--- src/rtl/pipeline_debug_dump.sv ---
// Debug controller for the Pipeline core: single-steps the core, snapshots its
// five observation buses plus a step counter, and streams a 25-byte frame over valid/ready.
module pipeline_debug_dump #(
  parameter logic [7:0] HEADER = 8'hA5,
  parameter int         CNT_W  = 32
) (
  input  logic        clk,
  input  logic        reset_n,
  input  logic        step_req,
  input  logic        rst_req,
  input  logic [31:0] pc_addr_in,
  input  logic [31:0] pc_instr_in,
  input  logic [31:0] w_data_in,
  input  logic [31:0] rt_data_in,
  input  logic [31:0] rs_data_in,
  output logic        pc_enable_out,
  output logic        pc_reset_out,
  output logic [7:0]  tx_data,
  output logic        tx_valid,
  input  logic        tx_ready,
  output logic        busy,
  output logic        done
);

  typedef enum logic [2:0] {IDLE, CRST, STEP, SETTLE, CAPT, SEND} state_t;

  localparam logic [4:0] LAST_IDX = 5'd24;

  state_t           r_state;
  state_t           w_state_nxt;
  logic             r_pc_en;
  logic             r_pc_rst;
  logic             r_tx_valid;
  logic             r_done;
  logic [4:0]       r_idx;
  logic [CNT_W-1:0] r_cnt;
  logic [31:0]      r_addr;
  logic [31:0]      r_instr;
  logic [31:0]      r_wdat;
  logic [31:0]      r_rt;
  logic [31:0]      r_rs;
  logic             w_xfer;
  logic             w_last;
  logic [199:0]     w_frame;

  assign w_xfer  = (r_state == SEND) && r_tx_valid && tx_ready;
  assign w_last  = w_xfer && (r_idx == LAST_IDX);
  // Byte k of the frame sits at bits [8k+7:8k]; words therefore go out LSB first.
  assign w_frame = {32'(r_cnt), r_rs, r_rt, r_wdat, r_instr, r_addr, HEADER};

  assign pc_enable_out = r_pc_en;
  assign pc_reset_out  = r_pc_rst;
  assign tx_valid      = r_tx_valid;
  assign tx_data       = r_tx_valid ? w_frame[{r_idx, 3'b000} +: 8] : 8'h00;
  assign busy          = (r_state != IDLE);
  assign done          = r_done;

  always_comb begin
    w_state_nxt = r_state;
    case (r_state)
      IDLE: begin
        if (rst_req)       w_state_nxt = CRST;
        else if (step_req) w_state_nxt = STEP;
      end
      CRST:    w_state_nxt = IDLE;
      STEP:    w_state_nxt = SETTLE;
      SETTLE:  w_state_nxt = CAPT;
      CAPT:    w_state_nxt = SEND;
      SEND: begin
        if (w_last) w_state_nxt = IDLE;
      end
      default: w_state_nxt = IDLE;
    endcase
  end

  always_ff @(posedge clk or negedge reset_n) begin
    if (!reset_n) r_state <= IDLE;
    else          r_state <= w_state_nxt;
  end

  always_ff @(posedge clk or negedge reset_n) begin
    if (!reset_n) begin
      r_pc_en    <= 1'b0;
      r_pc_rst   <= 1'b0;
      r_tx_valid <= 1'b0;
      r_done     <= 1'b0;
      r_idx      <= 5'd0;
      r_cnt      <= '0;
      r_addr     <= 32'd0;
      r_instr    <= 32'd0;
      r_wdat     <= 32'd0;
      r_rt       <= 32'd0;
      r_rs       <= 32'd0;
    end else begin
      // Control outputs are registered from the next state so they line up with it.
      r_pc_en    <= (w_state_nxt == STEP);
      r_pc_rst   <= (w_state_nxt == CRST);
      r_tx_valid <= (w_state_nxt == SEND);
      r_done     <= w_last;
      if (r_state == CRST)      r_cnt <= '0;
      else if (r_state == STEP) r_cnt <= r_cnt + CNT_W'(1);
      if (r_state == CAPT) begin
        r_addr  <= pc_addr_in;
        r_instr <= pc_instr_in;
        r_wdat  <= w_data_in;
        r_rt    <= rt_data_in;
        r_rs    <= rs_data_in;
        r_idx   <= 5'd0;
      end else if (w_xfer) begin
        r_idx <= w_last ? 5'd0 : r_idx + 5'd1;
      end
    end
  end

endmodule

--- config.mk ---
export PLATFORM = sky130hd
export DESIGN_NAME = pipeline_debug_dump
export DESIGN_NICKNAME = d
export VERILOG_FILES = /design/src/rtl/pipeline_debug_dump.sv
export SDC_FILE = /design/constraint.sdc
export NUM_CORES = 1
export LEC_CHECK = 0
export BUFFER_PORTS_ARGS = -buffer_cell sky130_fd_sc_hd__buf_2
export CAP_MARGIN = 0
export CELL_PAD_IN_SITES_DETAIL_PLACEMENT = 2
export CELL_PAD_IN_SITES_GLOBAL_PLACEMENT = 2
export CORE_ASPECT_RATIO = 1.25
export CORE_MARGIN = 1.5
export CORE_UTILIZATION = 38
export DETAILED_ROUTE_END_ITERATION = 8
export GPL_TIMING_DRIVEN = 1
export PLACE_DENSITY = 0.83
export SLEW_MARGIN = 5
export SYNTH_ARGS = -nofsm -noshare
export SYNTH_HDL_FRONTEND = slang
export SYNTH_SLANG_ARGS = --single-unit
--- constraint.sdc ---
create_clock -name clk -period 2.9 [get_ports clk]
set_input_delay 0.435 -clock clk [delete_from_list [all_inputs] [get_ports clk]]
set_output_delay 0.435 -clock clk [all_outputs]
set_load 0.01 [all_outputs]
After elaboration in Yosys (flattened, before gate mapping)
Index checks and enable logic that the tools add are counted.
- mux-type cells: 10
- equality and inequality tests: 9
- shift operators: 1
- add/subtract/negate cells: 2
- reduce and logical (&&, ||, !) cells: 7
- operator list (kind ; count):
    indexed part select 200 x 9 -> 8 bit ; 1
    two-way mux 32 bit ; 2
    adder 32 x 1 -> 32 bit, second input constant ; 1
    two-way mux 5 bit ; 3
    case mux 3 bit (5 select lines) ; 1
    == test 3 x 2 -> 1 bit, second input constant ; 3
    == test 3 bit, second input constant ; 3
    two-way mux 3 bit ; 3
    two-way mux 8 bit ; 1
    == test 3 x 1 -> 1 bit, second input constant ; 2
    adder 5 x 1 -> 5 bit, second input constant ; 1
    == test 5 bit, second input constant ; 1
    nonzero test 2 bit ; 2
    logical AND 1 bit ; 3
    zero test 3 bit ; 1
    nonzero test 3 bit ; 1
- output and inout port bits: 13
- logic and storage cells: 41
- register bits after elaboration: 204

Longest topological paths before layout
Gate-level depths: netlist of run 1.
- word-level depth: 7
- depth in mapped cells: 10
- gate-level depth less buffers: 6

Worst setup path after synthesis of run 1
OpenSTA, ideal clock, no wires.
- path kind: register to output
- from: register r_idx[0]
- to: output port tx_data[1]
- arrival: 1.842 ns
- path slack: 0.623 ns
- stages on the path, launching flop included: 9
- cells stage by stage: dfrtp_1 > buf_2 > buf_2 > buf_2 > nor4b_2 > nand2_1 > nand2_1 > a32oi_1 > a31oi_1
- longest elaborated chain between the ends: 2
- ends and longest elaborated chain (what ; line ; source):
    from (decl) ; 35 ; logic [4:0] r_idx;
    from (signal assigned) ; 110 ; r_idx <= w_last ? 5'd0 : r_idx + 5'd1;
    indexed part select 200 x 9 -> 8 bit ; 54 ; assign tx_data = r_tx_valid ? w_frame[{r_idx, 3'b000} +: 8] : 8'h00;
    two-way mux 8 bit ; 54 ;
    to (decl) ; 18 ; output logic [7:0] tx_data,
Every way passes these cells.

Worst setup path in the final report of run 1
- from: register r_idx[0]
- to: output port tx_data[7]
Same word-level chain as after synthesis.

==> results of run 1 <==
==> Yosys cell counts, types with 11 or more instances <==
master / n
clkbuf_1: 30
a22oi_1: 18
mux2i_1: 46
dfrtp_1: 204
mux4_2: 19
xor2_1: 16
buf_2: 15
nand2_1: 42
nand4_1: 11
a21oi_1: 13
mux2_2: 171
nor2_1: 49
==> routing by layer <==
layer	track usage	part of all wire	vias to the layer above
li1	-	-	3183
met1	0.301	0.36	4122
met2	0.512	0.53	364
met3	0.0433	0.048	165
met4	0.147	0.070	0
met5	0	0	-
==> worst max-delay path, stage by stage, from the launching register on <==
cell,delay (ns)
dfrtp_4,0.44
buf_4,0.16
buf_6,0.22
mux2i_2,0.48
a22oi_1,0.17
a32oi_1,0.35
a31oi_1,0.11
buf_2,0.19
==> power by group <==
part,total (mW),switching (mW),internal [mW]
combinational,7.02,3.64,3.38
clock,3.30,1.34,1.96
sequential,5.25,1.18,4.06
==> what timing repair did <==
action                     4_1_cts  5_1_grt
pin swaps                        1       15
hold buffers                     1        0
resized for setup               22       48
cloned                           0        5
setup endpoints to repair        8        8
setup buffers                    7        7
hold endpoints to repair        78        0
==> cell type report <==
type,count,area [sq um],area share
clock inverter,13,218,0.0174
multi-input combinational,502,4710,0.376
sequential,204,5110,0.408
clock buffer,27,609,0.0487
timing repair buffer,219,1410,0.112
inverter,8,30.0,0.00240
antenna,9,22.5,0.00180
tap,335,419,0.0335
==> sequential cells by signal (all words and copies together) (netlist names) <==
name	count
r_wdat	32
r_state	3
r_instr	32
done	1
tx_valid	1
r_idx	5
r_cnt	32
r_rt	32
pc_enable_out	1
r_addr	32
pc_reset_out	1
r_rs	32
==> logic make-up after synthesis <==
| kind of cell | Yosys count | synth area share |
|---|---|---|
| adders and majority gates | 3 | 0.00383 |
| DFF | 204 | 0.521 |
| muxes | 238 | 0.290 |
| AOI/OAI and AO/OA | 74 | 0.0521 |
| and+or+nand+nor | 162 | 0.0861 |
| xor gates and xnor gates | 25 | 0.0224 |
| buffers and inverters | 57 | 0.0245 |
==> worst max-delay path by stage <==
stage	start	endpoint	slack, ns	cells past startpoint
after floorplan	r_idx[0]	tx_data[1]	0.62	8
after global placement	r_idx[0]	tx_data[2]	0.32	6
after detailed placement	r_idx[0]	tx_data[2]	0.35	6
after CTS	r_idx[0]	tx_data[4]	-0.02	6
after global routing	r_idx[0]	tx_data[7]	-0.25	7
final	r_idx[0]	tx_data[7]	-0.21	7
==> out/metrics.yaml, run 1 <==
failed_checks: "negative setup slack"
synth_area_per_cell_sq_um: 12.8
worst_hold_slack_ns: 0.136
final_util: 0.495
syn_inst: 763
setup_ws_ns: -0.212
fp.dieW_um: 147
finalSetupViolations: 8
synth_cell_types: 50
final_common_cell: "dfrtp_1"
finClkSkew_ns: 0.0360
hold_depth: 2
io_pins: 178
critPathLaunchType: "flop"
drt_iter0_drc: 557
dr.pass1.iters: 7
vias_per_cell: 5.95
finalNetCount: 1125
slew_viol_final: 0
clock_latency_ns: 0.54
reg2reg_depth: 9
fmax_mhz: 321
r2r_start: "r_idx[0]"
syn_area_sq_um: 9790
io_buffers: 177
grt_pass1_wl_mm: 55.0
initial_core_util: 0.387
path_clk_slew_ns: 0.08
core-area_sq_um: 25300
ir_worst_vdd_v: 0.000733
drive_gt1_frac: 0.516
fin_crit_ns: 3.11
slew_headroom: 0.509
crit_required_ns: 2.47
synthTopCellsByArea: "dfrtp_1, mux2_2, mux2i_1, mux4_2, nor2_1"
power_mw: 15.6
placed_cells: 1248
r2r_slack_ns: 0.30
synth-edff-count: 0
holdCritPathClass: "in -> reg"
maxCapViolations: 0
fp-row-count: 65
place_hpwl_mm: 23.0
cts_htree_levels: 1
final_cells: 1317
cp_max_fo: 11
place.gp.congestion: 0.818
die_area_sq_um: 26700
area_growth_pct: 27.9
cts.sinks: 204
layout_common_cells: "dfrtp_1, buf_2, mux2_2"
postRouteAntennaNets: 0
cts_tree: "done"
async_flop_share: 1.00
synthesis.nets: 931
min_to: "r_wdat[22]"
worstSetupPathType: "reg -> out"
via_count: 7834
overflow: 0
synth.largest_area_cell: "dfrtp_1"
synth_seq_cells: 204
synthDominantCellAreaShare: 0.521
final_cell_area_sq_um: 12500
clock-root-buffer: "clkbuf_16"
arrival_ns: 2.68
tightest_slew_ns: 0.731
clock_path_buffers: 3
place_area_sq_um: 11200
fin_crit_sh: 1.07
hold_start: "w_data_in[22]"
cts_buffers: 22
post_drt_wl_per_cell_um: 32.2
synth_warnings: 0
drcViolationCount: 0
outcome: "finished, violations left"
ys_seq_area_frac: 0.521
grt_pass1_vias: 8488
antenna_found_initial: 9
finalHoldViolCount: 0
leakagePower_nw: 5.45
power.density_nw_per_um2: 1240
r2r_end: "r_state[0]"
die_h_um: 182
grt_max_degree: 82
routed_wl_mm: 42.4
rsz0062_at_grt: "yes"
nFillCells: 2407
grtUsageTotal: 0.276
final.setup.tns_ns: -1.14
place_ws_ns: 0.350
synth_flop_cell: "dfrtp_1"
endpoint_kind: "primary output"
(Power assumes the default switching activity.)
==> inputs of run 2 (changes only) <==
==> constraint.sdc (replaced) <==
create_clock -name clk -period 3.13 [get_ports clk]
set_input_delay 0.4695 -clock clk [delete_from_list [all_inputs] [get_ports clk]]
set_output_delay 0.4695 -clock clk [all_outputs]
set_load 0.01 [all_outputs]
==> run 2 against run 1 <==
Effect of this change:
- the run now ends clean
- non-clock buffer count fell by 20
- worst setup slack improved by 0.35 ns
- critical path type unchanged
- sequential share of layout area rose by 2.2 points
==> out/metrics.yaml, run 2 (same netlist as run 1, synthesis figures left out) <==
critPathMaxStageDelay_ns: 0.38
grt_use_met3: 0.0473
grt_pass1_wl_mm: 50.5
grt_pass1_vias: 8260
crit_required_ns: 2.66
core-area_sq_um: 25300
routed_wl_mm: 32.8
fp.dieW_um: 147
final_cell_area_sq_um: 11900
finalNetCount: 1105
grt_use_met1: 0.272
cts_htree_levels: 1
via_count: 7212
worstSetupPathType: "reg -> out"
critPathLaunchType: "flop"
dr.pass1.iters: 4
crit_buf_inv: 3
met2_usage: 0.463
post_drt_wl_per_cell_um: 25.5
die_area_sq_um: 26700
fin_crit_ns: 2.99
clock_path_buffers: 3
cpMostUsedCell: "buf_4"
cts.sinks: 204
finClkSkew_ns: 0.0316
io_buffers: 177
initial_core_util: 0.387
overflow: 0
drt_iter0_drc: 295
io_pins: 178
grt_max_degree: 109
finalSetupViolations: 0
critPathCapture: "tx_data[7]"
postRouteAntennaNets: 0
arrival_ns: 2.52
cts_tree: "done"
vias_per_cell: 5.60
nFillCells: 2503
ir_worst_vdd_v: 0.000586
grtUsageTotal: 0.250
clock_latency_ns: 0.52
path_clk_slew_ns: 0.06
crit_cells: 7
rsz0062_at_grt: "no"
leakagePower_nw: 5.22
r2r_slack_ns: 0.78
fmax_mhz: 334
r2r_end: "r_cnt[28]"
place.gp.congestion: 0.822
cts_buffers: 22
fin_crit_sh: 0.956
clock-root-buffer: "clkbuf_16"
startpoint: "r_idx[1]"
cp_max_fo: 30
endpoint_kind: "primary output"
final_common_cell: "dfrtp_1"
antenna_found_initial: 3
fp-row-count: 65
place_area_sq_um: 11100
place_hpwl_mm: 23.4
drive_gt1_frac: 0.461
holdCritPathClass: "in -> reg"
cp_top_family: "compound AO/OA/AOI/OAI gates"
tightest_slew_ns: 0.772
die_h_um: 182
cp_cell_sequence: "buf_4 > and2_0 > buf_4 > a221oi_1 > o21ai_0 > a31oi_1 > buf_2"
r2r_start: "r_cnt[1]"
outcome: "finished clean"
finalHoldViolCount: 0
top_usage_layer: "met2"
crit_slowest_cell: "dfrtp_1"
slew_headroom: 0.481
maxCapViolations: 0
reg2reg_depth: 6
slew_viol_final: 0
layout_common_cells: "dfrtp_1, buf_2, mux2_2"
final_util: 0.470
power.density_nw_per_um2: 1050
drcViolationCount: 0
final.setup.tns_ns: 0
area_growth_pct: 21.3
-- run 2: cell type report --
cell class              count  area [sq um]  area share
well taps                 335           419      0.0353
multi-input cells         502          4460       0.376
clock buffers              30           631      0.0531
diodes                      3          7.51    0.000632
inverters                   8          30.0     0.00253
repair buffers            199          1120      0.0943
clock inverters             7          98.8     0.00832
flip-flops and latches    204          5110       0.430
-- run 2: how the worst min path moves through the flow --
stage,start,to,slack (ns),cells past startpoint
floorplan,reset_n,done,0.17,0
global placement,r_wdat[18],r_wdat[18],0.48,1
detailed placement,r_rt[2],r_rt[2],0.49,1
CTS,rt_data_in[4],r_rt[4],0.16,2
global route,rs_data_in[11],r_rs[11],0.17,2
finish,rs_data_in[11],r_rs[11],0.18,2
-- run 2: through the flow --
step	power, mW	std cells	hold WS, ns	setup WS (ns)
after floorplan	7.74	763	0.174	0.819
after global placement	9.19	1244	0.485	0.539
after detailed placement	9.61	1244	0.495	0.395
after CTS	12.5	1285	0.164	0.0898
after global routing	13.0	1287	0.170	0.0143
final	12.4	1288	0.181	0.137
-- run 2: layer usage --
layer | wire length, um | part of all wire
met1 | 11800 | 0.36
met3 | 1630 | 0.050
met4 | 1720 | 0.052
met5 | 0 | 0
met2 | 17600 | 0.54
-- run 2: what timing repair did --
| item | in CTS | in global routing |
|---|---|---|
| cloned | 0 | 0 |
| endpoints found under the setup margin | 6 | 3 |
| buffers inserted | 3 | 0 |
| gates resized for setup | 1 | 3 |
| hold buffers | 1 | 0 |
| endpoints found under the hold margin | 58 | 0 |
-- run 2: report_power, final --
part           leakage, nW  internal, mW  switching [mW]
Combinational         2.37          2.55            2.48
Clock                0.358          1.57            1.08
Sequential            2.50          3.77           0.965
Total                 5.22          7.89            4.53
==> inputs of run 3 (changes only) <==
--- a/config.mk
+++ b/config.mk
@@ -7,14 +7,12 @@
 export LEC_CHECK = 0
 export BUFFER_PORTS_ARGS = -buffer_cell sky130_fd_sc_hd__buf_2
 export CAP_MARGIN = 0
-export CELL_PAD_IN_SITES_DETAIL_PLACEMENT = 2
-export CELL_PAD_IN_SITES_GLOBAL_PLACEMENT = 2
 export CORE_ASPECT_RATIO = 1.25
 export CORE_MARGIN = 1.5
-export CORE_UTILIZATION = 38
+export CORE_UTILIZATION = 55
 export DETAILED_ROUTE_END_ITERATION = 8
 export GPL_TIMING_DRIVEN = 1
-export PLACE_DENSITY = 0.83
+export PLACE_DENSITY = 0.82
 export SLEW_MARGIN = 5
 export SYNTH_ARGS = -nofsm -noshare
 export SYNTH_HDL_FRONTEND = slang
==> run 3 against run 2 <==
Effect of this change:
- the flow now finishes with violations (negative hold slack)
- power decreased by 6.0%
- combinational power decreased by 8.3%
- global-route usage increased by 1.2 points
- routed wire length decreased by 27%
- sequential share of layout area increased by 0.90 points
- worst setup slack got worse by 0.0033 ns
- worst hold slack got worse by 0.20 ns
- non-clock buffer count decreased by 7
- core utilization increased by 20 points
- via count decreased by 3.4%
- critical endpoint is now tx_data[1]
- die area decreased by 30%
==> out/metrics.yaml, run 3 (same netlist as run 1, synthesis figures left out) <==
fmax_mhz: 334
worstSetupPathType: "reg -> out"
tightest_slew_ns: 0.876
area_growth_pct: 18.8
place_area_sq_um: 10900
cts.sinks: 204
via_count: 6969
die_area_sq_um: 18600
cts_htree_levels: 1
endpoint_kind: "primary output"
crit_slowest_cell: "dfrtp_1"
finalSetupViolations: 0
antenna_found_initial: 1
postRouteAntennaNets: 0
dr.pass1.iters: 5
vias_per_cell: 5.97
final_cell_area_sq_um: 11600
post_drt_wl_per_cell_um: 20.4
grt_pass1_vias: 7268
final_common_cell: "dfrtp_1"
clock_latency_ns: 0.50
critPathMaxStageDelay_ns: 0.68
arrival_ns: 2.53
leakagePower_nw: 5.17
fp.dieW_um: 122
final_util: 0.667
r2r_start: "r_state[2]"
routed_wl_mm: 23.9
overflow: 0
clock-root-buffer: "clkbuf_16"
finalHoldViolCount: 6
initial_core_util: 0.562
fin_crit_ns: 3.00
failed_checks: "negative hold slack"
io_pins: 178
worst_hold_slack_ns: -0.0146
drcViolationCount: 0
drt_iter0_drc: 511
ctsHoldBuffers: 0
drive_gt1_frac: 0.453
fin_crit_sh: 0.957
outcome: "finished, violations left"
slew_headroom: 0.416
finalNetCount: 1097
power.density_nw_per_um2: 1000
cp_cell_sequence: "nor2b_1 > buf_4 > a22oi_1 > a32oi_1 > a31oi_1 > buf_2"
fp-row-count: 54
finClkSkew_ns: 0.00733
io_buffers: 177
crit_buf_inv: 2
die_h_um: 152
place_hpwl_mm: 17.0
grtUsageTotal: 0.262
cp_top_family: "flip-flops"
grt_max_degree: 143
cts_buffers: 21
ir_worst_vdd_v: 0.000684
layout_common_cells: "dfrtp_1, buf_2, mux2_2"
cp_max_fo: 15
core-area_sq_um: 17400
startpoint: "r_idx[2]"
power_mw: 11.7
place.gp.congestion: 0.883
critPathLaunchType: "flop"
maxCapViolations: 0
grt_pass1_wl_mm: 38.2
clock_path_buffers: 3
holdCritPathClass: "in -> async"
path_clk_slew_ns: 0.06
cts_tree: "done"
crit_required_ns: 2.66
slew_viol_final: 0
==> run 3: changes by cell type in the layout (fill, tap and decap cells not counted), moves of 2 or more <==
cell	change
inv_6	+2
diode_2	-2
clkbuf_8	-2
buf_4	-6
==> run 3: metrics by stage <==
step | std cells | setup slack [ns] | TNS [ns] | hold WS (ns)
2_1_floorplan | 763 | 0.819 | 0 | 0.174
3_3_place_gp | 1129 | 0.508 | 0 | 0.484
3_5_place_dp | 1129 | 0.535 | 0 | 0.490
4_1_cts | 1165 | 0.00143 | 0 | 0.0123
5_1_grt | 1167 | -0.00206 | -0.00206 | 0.0285
6_report | 1167 | 0.134 | 0 | -0.0146
==> run 3: worst paths after layout <==
check                           slack (ns)  cells past startpoint          to
max in group asynchronous             2.34                      2  r_addr[12]
worst min register to register        0.50                      1    r_rt[12]
min in group clk                      0.20                      2    r_rt[26]
worst min-delay path                 -0.01                      1    r_rs[19]
worst max register to register        0.80                      5   r_cnt[27]
worst max-delay path                  0.13                      6  tx_data[1]
==> run 3: worst reg2reg max path, delay by kind of cell, from the launching register on <==
family	cells	cell delay, ns
flops	1	0.48
simple gates	4	1.40
mux	1	0.34
==> run 3: final cells by class <==
cell class | instances | area, sq um
antenna | 1 | 2.50
clock buffer | 28 | 582
clock inverter | 8 | 97.6
fill | 1304 | 5800
inverter | 8 | 30.0
multi-input combinational | 502 | 4470
sequential | 204 | 5110
tap | 224 | 280
timing repair buffer | 192 | 1060
==> run 3: where the power goes <==
group | total (mW) | internal [mW] | switching, mW
combinational | 4.61 | 2.52 | 2.09
sequential | 4.58 | 3.76 | 0.815
clock | 2.49 | 1.47 | 1.02
==> run 3: repair_timing <==
item,CTS,global route
hold endpoints to repair,0,0
buffers inserted,0,1
endpoints found under the setup margin,0,7
gates resized for setup,0,1
==> run 3: layer usage <==
layer,routed length [um],vias up,track usage
met5,0,-,0
met4,747,0,0.0819
met3,1590,52,0.0509
met2,12300,263,0.446
met1,9190,3525,0.337
li1,-,3129,-
